## src/rtl/arbitro_mem_datos.sv

```systemverilog
// arbitro_mem_datos: round-robin arbiter giving two requesters access to one fixed-latency data memory
//
// Ports
//   clk, rst_n                       clock, asynchronous active-low reset
//   req_p0 / req_p1                  access requests (p0 = pipeline MEM stage, p1 = DMA/debug)
//   escribir_pX                      1 = store, 0 = load
//   direccion_pX, dato_escribir_pX   byte address and store data of each port
//   ack_p0 / ack_p1                  one-cycle completion pulse to the granted port
//   dato_leido                       registered load data, valid while an ack is high
//   stall_MEM                        pipeline freeze while p0 waits for its ack
//   mem_escribir, mem_leer           strobes to the data memory
//   mem_direccion, mem_dato_escribir address/data latched at grant time
//   mem_dato_leer                    memory read data, valid in the last wait cycle
module arbitro_mem_datos #(
    parameter int LATENCIA = 2,
    parameter int ANCHO    = 32
) (
    input  logic             clk,
    input  logic             rst_n,
    input  logic             req_p0,
    input  logic             escribir_p0,
    input  logic [ANCHO-1:0] direccion_p0,
    input  logic [ANCHO-1:0] dato_escribir_p0,
    input  logic             req_p1,
    input  logic             escribir_p1,
    input  logic [ANCHO-1:0] direccion_p1,
    input  logic [ANCHO-1:0] dato_escribir_p1,
    output logic             ack_p0,
    output logic             ack_p1,
    output logic [ANCHO-1:0] dato_leido,
    output logic             stall_MEM,
    output logic             mem_escribir,
    output logic             mem_leer,
    output logic [ANCHO-1:0] mem_direccion,
    output logic [ANCHO-1:0] mem_dato_escribir,
    input  logic [ANCHO-1:0] mem_dato_leer
);

    if (LATENCIA < 1 || LATENCIA > 8) begin : g_chk_latencia
        $error("LATENCIA must be in 1..8");
    end

    typedef enum logic [1:0] {REPOSO, ESPERA, FIN} estado_t;

    localparam logic [3:0] CNT_ULT = 4'(LATENCIA - 1);

    estado_t          estado_q, estado_d;
    logic [3:0]       cnt_q, cnt_d;
    logic             ultimo_q, ultimo_d;
    logic             puerto_q, puerto_d;
    logic             esc_q, esc_d;
    logic [ANCHO-1:0] dir_q, dir_d;
    logic [ANCHO-1:0] dat_q, dat_d;
    logic [ANCHO-1:0] leido_q, leido_d;
    logic             sel_p1;

    // p1 wins when it is alone, or on a tie when p0 was served last
    assign sel_p1 = req_p1 && (!req_p0 || !ultimo_q);

    always_ff @(posedge clk or negedge rst_n) begin
        if (!rst_n) begin
            estado_q <= REPOSO;
            cnt_q    <= '0;
            ultimo_q <= 1'b1;
            puerto_q <= 1'b0;
            esc_q    <= 1'b0;
            dir_q    <= '0;
            dat_q    <= '0;
            leido_q  <= '0;
        end else begin
            estado_q <= estado_d;
            cnt_q    <= cnt_d;
            ultimo_q <= ultimo_d;
            puerto_q <= puerto_d;
            esc_q    <= esc_d;
            dir_q    <= dir_d;
            dat_q    <= dat_d;
            leido_q  <= leido_d;
        end
    end

    always_comb begin
        estado_d = estado_q;
        cnt_d    = cnt_q;
        ultimo_d = ultimo_q;
        puerto_d = puerto_q;
        esc_d    = esc_q;
        dir_d    = dir_q;
        dat_d    = dat_q;
        leido_d  = leido_q;
        unique case (estado_q)
            REPOSO: begin
                if (req_p0 || req_p1) begin
                    estado_d = ESPERA;
                    cnt_d    = '0;
                    ultimo_d = sel_p1;
                    puerto_d = sel_p1;
                    esc_d    = sel_p1 ? escribir_p1 : escribir_p0;
                    dir_d    = sel_p1 ? direccion_p1 : direccion_p0;
                    dat_d    = sel_p1 ? dato_escribir_p1 : dato_escribir_p0;
                end
            end
            ESPERA: begin
                if (cnt_q == CNT_ULT) begin
                    estado_d = FIN;
                    leido_d  = esc_q ? leido_q : mem_dato_leer;
                end else begin
                    cnt_d = cnt_q + 4'd1;
                end
            end
            FIN:     estado_d = REPOSO;
            default: estado_d = REPOSO;
        endcase
    end

    // strobes and acks decode straight from registered state, so reset drops them at once
    assign mem_leer          = (estado_q == ESPERA) && !esc_q;
    assign mem_escribir      = (estado_q == ESPERA) && esc_q && (cnt_q == 4'd0);
    assign ack_p0            = (estado_q == FIN) && !puerto_q;
    assign ack_p1            = (estado_q == FIN) && puerto_q;
    assign stall_MEM         = req_p0 && !ack_p0;
    assign mem_direccion     = dir_q;
    assign mem_dato_escribir = dat_q;
    assign dato_leido        = leido_q;

endmodule

```

## config.mk

```make
export PLATFORM = sky130hd
export DESIGN_NAME = arbitro_mem_datos
export DESIGN_NICKNAME = d
export VERILOG_FILES = /design/src/rtl/arbitro_mem_datos.sv
export SDC_FILE = /design/constraint.sdc
export NUM_CORES = 1
export LEC_CHECK = 0
export ABC_AREA = 1
export BUFFER_PORTS_ARGS = -buffer_cell sky130_fd_sc_hd__buf_4
export CORE_MARGIN = 2
export CORE_UTILIZATION = 45
export CTS_BUF_LIST = sky130_fd_sc_hd__clkbuf_4 sky130_fd_sc_hd__clkbuf_8 sky130_fd_sc_hd__clkbuf_16
export CTS_CLUSTER_SIZE = 16
export DETAILED_ROUTE_END_ITERATION = 10
export HOLD_SLACK_MARGIN = 0.06
export MAX_ROUTING_LAYER = met4
export PLACE_DENSITY = 0.89
export SLEW_MARGIN = 20
export SYNTH_ARGS = -nofsm -noshare
export SYNTH_HDL_FRONTEND = slang
export SYNTH_SLANG_ARGS = --single-unit
```

## constraint.sdc

```tcl
create_clock -name clk -period 2 [get_ports clk]
set_clock_uncertainty 0.1 [all_clocks]
set_input_delay 0.4 -clock clk [delete_from_list [all_inputs] [get_ports clk]]
set_output_delay 0.4 -clock clk [all_outputs]
set_load 0.005 [all_outputs]
```

Yosys cells after proc, flatten, opt, wreduce, memory -nomap -nowiden
Cells that the tools add are included.
- output and inout bits: 101
- logic and storage cells: 46
- bits in registers: 105
- mux-type cells: 9
- eq/ne operators: 6
- bitwise operators: 1
- add/sub/neg operators: 1
- reductions and logical operators: 21
- operators by type and width (kind ; number):
    32-bit 2-to-1 mux ; 2
    4-bit 2-to-1 mux ; 2
    4-bit case mux with 2 select lines ; 1
    1-bit logical AND ; 7
    2-bit inequality test, second input constant ; 3
    3-bit AND reduction ; 2
    1-bit logical NOT ; 5
    4-bit by 1-bit adder with 4-bit output, second input constant ; 1
    4-bit by 1-bit == test with 1-bit output, second input constant ; 1
    4-bit logical NOT ; 1
    2-bit 2-to-1 mux ; 2
    2-bit case mux with 2 select lines ; 1
    2-bit AND reduction ; 2
    2-bit by 1-bit == test with 1-bit output, second input constant ; 1
    2-bit == test, second input constant ; 1
    2-bit logical NOT ; 1
    1-bit logical OR ; 2
    2-bit nonzero test ; 1
    1-bit 2-to-1 mux ; 1
    1-bit NOT ; 1

Longest topological paths before layout
- depth after elaboration: 4
- depth in mapped cells: 8
- mapped depth without buffers: 7

Worst setup path after synthesis
No wires, ideal clock.
- path kind: register -> register
- start: reg ultimo_q
- end: reg dat_q[0], in the netlist mem_dato_escribir[0]
- cell stages (with the launch flop): 8
- setup time: 118 ps
- data required time: 1782 ps
- slack: 634 ps
- data arrival time: 1148 ps
- buffers on the path: 2
- path through: dfstp_2 nand2_1 nand2_1 buf_2 buf_2 nand2_1 nand3_1 nand2_1
- longest elaborated chain between the ends: 4
- RTL lines (item ; line ; text):
    start: declaration ; 49 ; logic ultimo_q, ultimo_d;
    start signal: assignment ; 73 ; ultimo_q <= ultimo_d;
    1-bit logical NOT ; 58 ; assign sel_p1 = req_p1 && (!req_p0 || !ultimo_q);
    1-bit logical OR ; 58 ;
    1-bit logical AND ; 58 ;
    32-bit 2-to-1 mux ; 100 ; dat_d = sel_p1 ? dato_escribir_p1 : dato_escribir_p0;
    end signal: assignment ; 77 ; dat_q <= dat_d;
    end: declaration ; 53 ; logic [ANCHO-1:0] dat_q, dat_d;
No other way between the ends.
A chain may end at the register's enable or synchronous reset.

Worst setup path in the final report
- start: reg cnt_q[0]
- end: out mem_escribir
- longest elaborated chain between the ends: 2
- RTL lines (item ; line ; text):
    start: declaration ; 48 ; logic [3:0] cnt_q, cnt_d;
    start signal: assignment ; 72 ; cnt_q <= cnt_d;
    4-bit logical NOT ; 118 ; assign mem_escribir = (estado_q == ESPERA) && esc_q && (cnt_q == 4'd0);
    1-bit logical AND ; 118 ;
    end: declaration ; 32 ; output logic mem_escribir,
No other way between the ends.

==> results.cfg <==
[finish]
drive_gt1_share_pct = 32.4
area_delta_synth_final_pct = 46.7
leading_cell_type_in_the_layout_fill_and_taps_excluded = sky130_fd_sc_hd__nand2_1
nFillCells = 962
commonest_cells_after_routing_fill_and_taps_aside = sky130_fd_sc_hd__nand2_1, sky130_fd_sc_hd__buf_4, sky130_fd_sc_hd__dfrtp_1
fin_nets = 1114
fin_area_um2 = 7630
layoutNonFillerInstCount = 1094
layout.core_utilization_pct = 67.1

[synth]
syn_area_um2 = 5200
synth_cell_types = 18
seq_area_frac_synth_pct = 50.6
postSynthAreaPerCell_um2 = 7.51
total_nets_after_synthesis = 861
yosys_warnings = 0
synth.ff_latch_count = 105
netlist_instances = 692

[die]
ios = 267
num_rows = 39
fp.dieArea_um2 = 12400
initial_utilization_pct = 45.7
vertical_extent_of_the_die_um = 111
die_w_um = 111
coreArea_um2 = 11400

[placement]
placedCellCount = 1075
post-dp-hpwl_um = 11000
port_buffers = 266
gp_routability_congestion = 0.876
dpl_ws_ps = -43.9
detailed_place.area_um2 = 7330

[timing]
setup_violations = 0
slew_viol_final = 0
finalCritPeriodShare_pct = 94.6
rsz0062_at_grt = no
timing.fmax_ghz = 0.529
worst-slew-pin-transition_ps = 920
final_hold_viol_count = 0
final.setup.tns_ps = 0
min_period_ps = 1890
post-route-worst-setup-slack_ps = 109
hold_ws_ps = 155
relSlewSlack_pct = 38.6

[clock_network]
cts_max_path_buffers = 2
clk_pin_slew_ps = 80
postCtsResizedCells = 0
cts_root_buf = sky130_fd_sc_hd__clkbuf_16
post-cts-setup-buffers = 0
cts_tree = built
insertion_delay_ps = 330
numCtsBuffers = 9
cts.htree.levels = 3
numClockSinks = 105

[detailed_routing]
first_pass_iters = 5
drt-wirelength-per-cell_um = 14.1
num_vias = 5425
drt-initial-drc-count = 359
totalWireLength_um = 15400
post_drt_via_cell_ratio = 4.96
drc_errors = 0
drtAntennaViolNets = 0

[power]
worst_ir_drop_vdd_mv = 0.690
total_power_draw_mw = 10.4
cellLeakagePower_nw = 4.41
power-per-cell-area_nw_per_um2 = 1360

[critical_path]
ff2ff_setup_slack_ps = 190
critical_path.n_buffers_inverters = 2
crit-reg2reg-launch = estado_q[0]$_DFFE_PN0P_
crit_required_ps = 1500
worst_path_largest_cell_delay_ps = 450
setup.worst_path.class = register to output pin
crit_path_cell_trace = inv_1 > ha_1 > nand2_1 > nor3_1 > buf_4
r2r-end = puerto_q$_DFFE_PN0P_
crit_path_top_delay_cell = sky130_fd_sc_hd__dfrtp_1
timing.critical_path.fanout_max = 6
worstSetupEndpointType = output pin
startpoint_type = register
r2r_cells = 5
critical_path.top_delay_family = flip-flops
critical_path_arrival_ps = 1390
crit_path_start = cnt_q[0]$_DFFE_PN0P_

[grt]
grtUsageMet1_pct = 29.5
wire_length_of_the_first_global_routing_pass_um = 24600
grt_overflow_total = 0
grt_util_all_layers_pct = 24.7
grt_most_used_layer = met2
grt_use_met2_pct = 42.5
first_global_vias = 5293
grt.met3_usage_pct = 4.30
antenna_found_initial = 1
pin_count_of_the_biggest_net_entering_global_routing = 106

[worst_hold_path]
timing.hold.worst_path_depth = 3
hold_path_end = dato_leido[1]$_DFFE_PN0P_
min_path_type = primary input to register
min-delay-start = mem_dato_leer[1]

[run_status]
status = finished clean

[run]
max_capacitance_violation_count = 0
[worst max-delay path by stage]
| stage | to | slack (ps) | cells past startpoint |
|---|---|---|---|
| 2_1_floorplan | mem_dato_escribir[0]$_DFFE_PN0P_ | 630 | 7 |
| 3_3_place_gp | puerto_q$_DFFE_PN0P_ | 10 | 5 |
| 3_5_place_dp | mem_dato_escribir[23]$_DFFE_PN0P_ | -40 | 6 |
| 4_1_cts | mem_dato_escribir[15]$_DFFE_PN0P_ | 10 | 6 |
| 5_1_grt | mem_escribir | 30 | 5 |
| 6_report | mem_escribir | 110 | 5 |
[power breakdown]
group	internal (mW)	switching [mW]	total, mW	leakage [nW]
sequential	3.19	0.625	3.82	1.29
combinational	2.36	2.55	4.91	2.98
clock	0.882	0.784	1.67	0.135
total	6.43	3.96	10.4	4.41
[cells in the mapped netlist]
master	n	share of area (%)
sky130_fd_sc_hd__nand2_1	351	25
sky130_fd_sc_hd__inv_2	2	0.14
sky130_fd_sc_hd__nand3b_1	45	6.5
sky130_fd_sc_hd__nor2_2	4	0.48
sky130_fd_sc_hd__nand4_1	3	0.36
sky130_fd_sc_hd__nor3_1	1	0.096
sky130_fd_sc_hd__o21ai_0	2	0.19
sky130_fd_sc_hd__ha_1	3	0.72
sky130_fd_sc_hd__nand3_1	74	7.1
sky130_fd_sc_hd__clkbuf_1	5	0.36
sky130_fd_sc_hd__a21oi_1	1	0.096
sky130_fd_sc_hd__dfstp_2	1	0.51
sky130_fd_sc_hd__buf_2	30	2.9
sky130_fd_sc_hd__buf_1	1	0.072
sky130_fd_sc_hd__inv_1	54	3.9
sky130_fd_sc_hd__buf_4	5	0.72
sky130_fd_sc_hd__dfrtp_1	104	50
sky130_fd_sc_hd__nor2_1	6	0.43
[what timing repair did]
action | 4_1_cts | 5_1_grt
hold buffers | 1 | 0
endpoints found under the setup margin | 0 | 24
hold endpoints to repair | 5 | 0
[routing by layer]
metal / wire length [um] / vias up
met5: 0 / -
met4: 378 / 0
met3: 1160 / 32
met2: 7650 / 260
met1: 6240 / 2497
li1: - / 2636
[area by class of cell]
type                            instances  area, um^2  area share (%)
Clock buffer                           10         239            3.13
Antenna cell                            1        2.50          0.0328
Multi-Input combinational cell        491        2170            28.4
Sequential cell                       105        2630            34.5
Timing Repair Buffer                  282        2160            28.3
Clock inverter                          6        42.5           0.558
Inverter                               56         210            2.76
Tap cell                              143         179            2.35
[registers in the layout, indices dropped and copies added (netlist names)]
register and flops:
cnt_q 4, ultimo_q 1, mem_direccion 32, estado_q 2
dato_leido 32, mem_dato_escribir 32, puerto_q 1, esc_q 1
[logic make-up after synthesis]
kind of cell	after synthesis	share of synthesized area (%)
fa+ha+maj	3	0.722
compound gates	3	0.289
buf+inv	97	8.09
simple gates	484	40.3
flops	105	50.6
[worst min-delay path, delay by kind of cell]
| kind | cells | cell delay, ps |
|---|---|---|
| AND/OR/NAND/NOR | 2 | 80 |
| buffers and inverters | 1 | 80 |
Power figures use the tool's default switching activity.
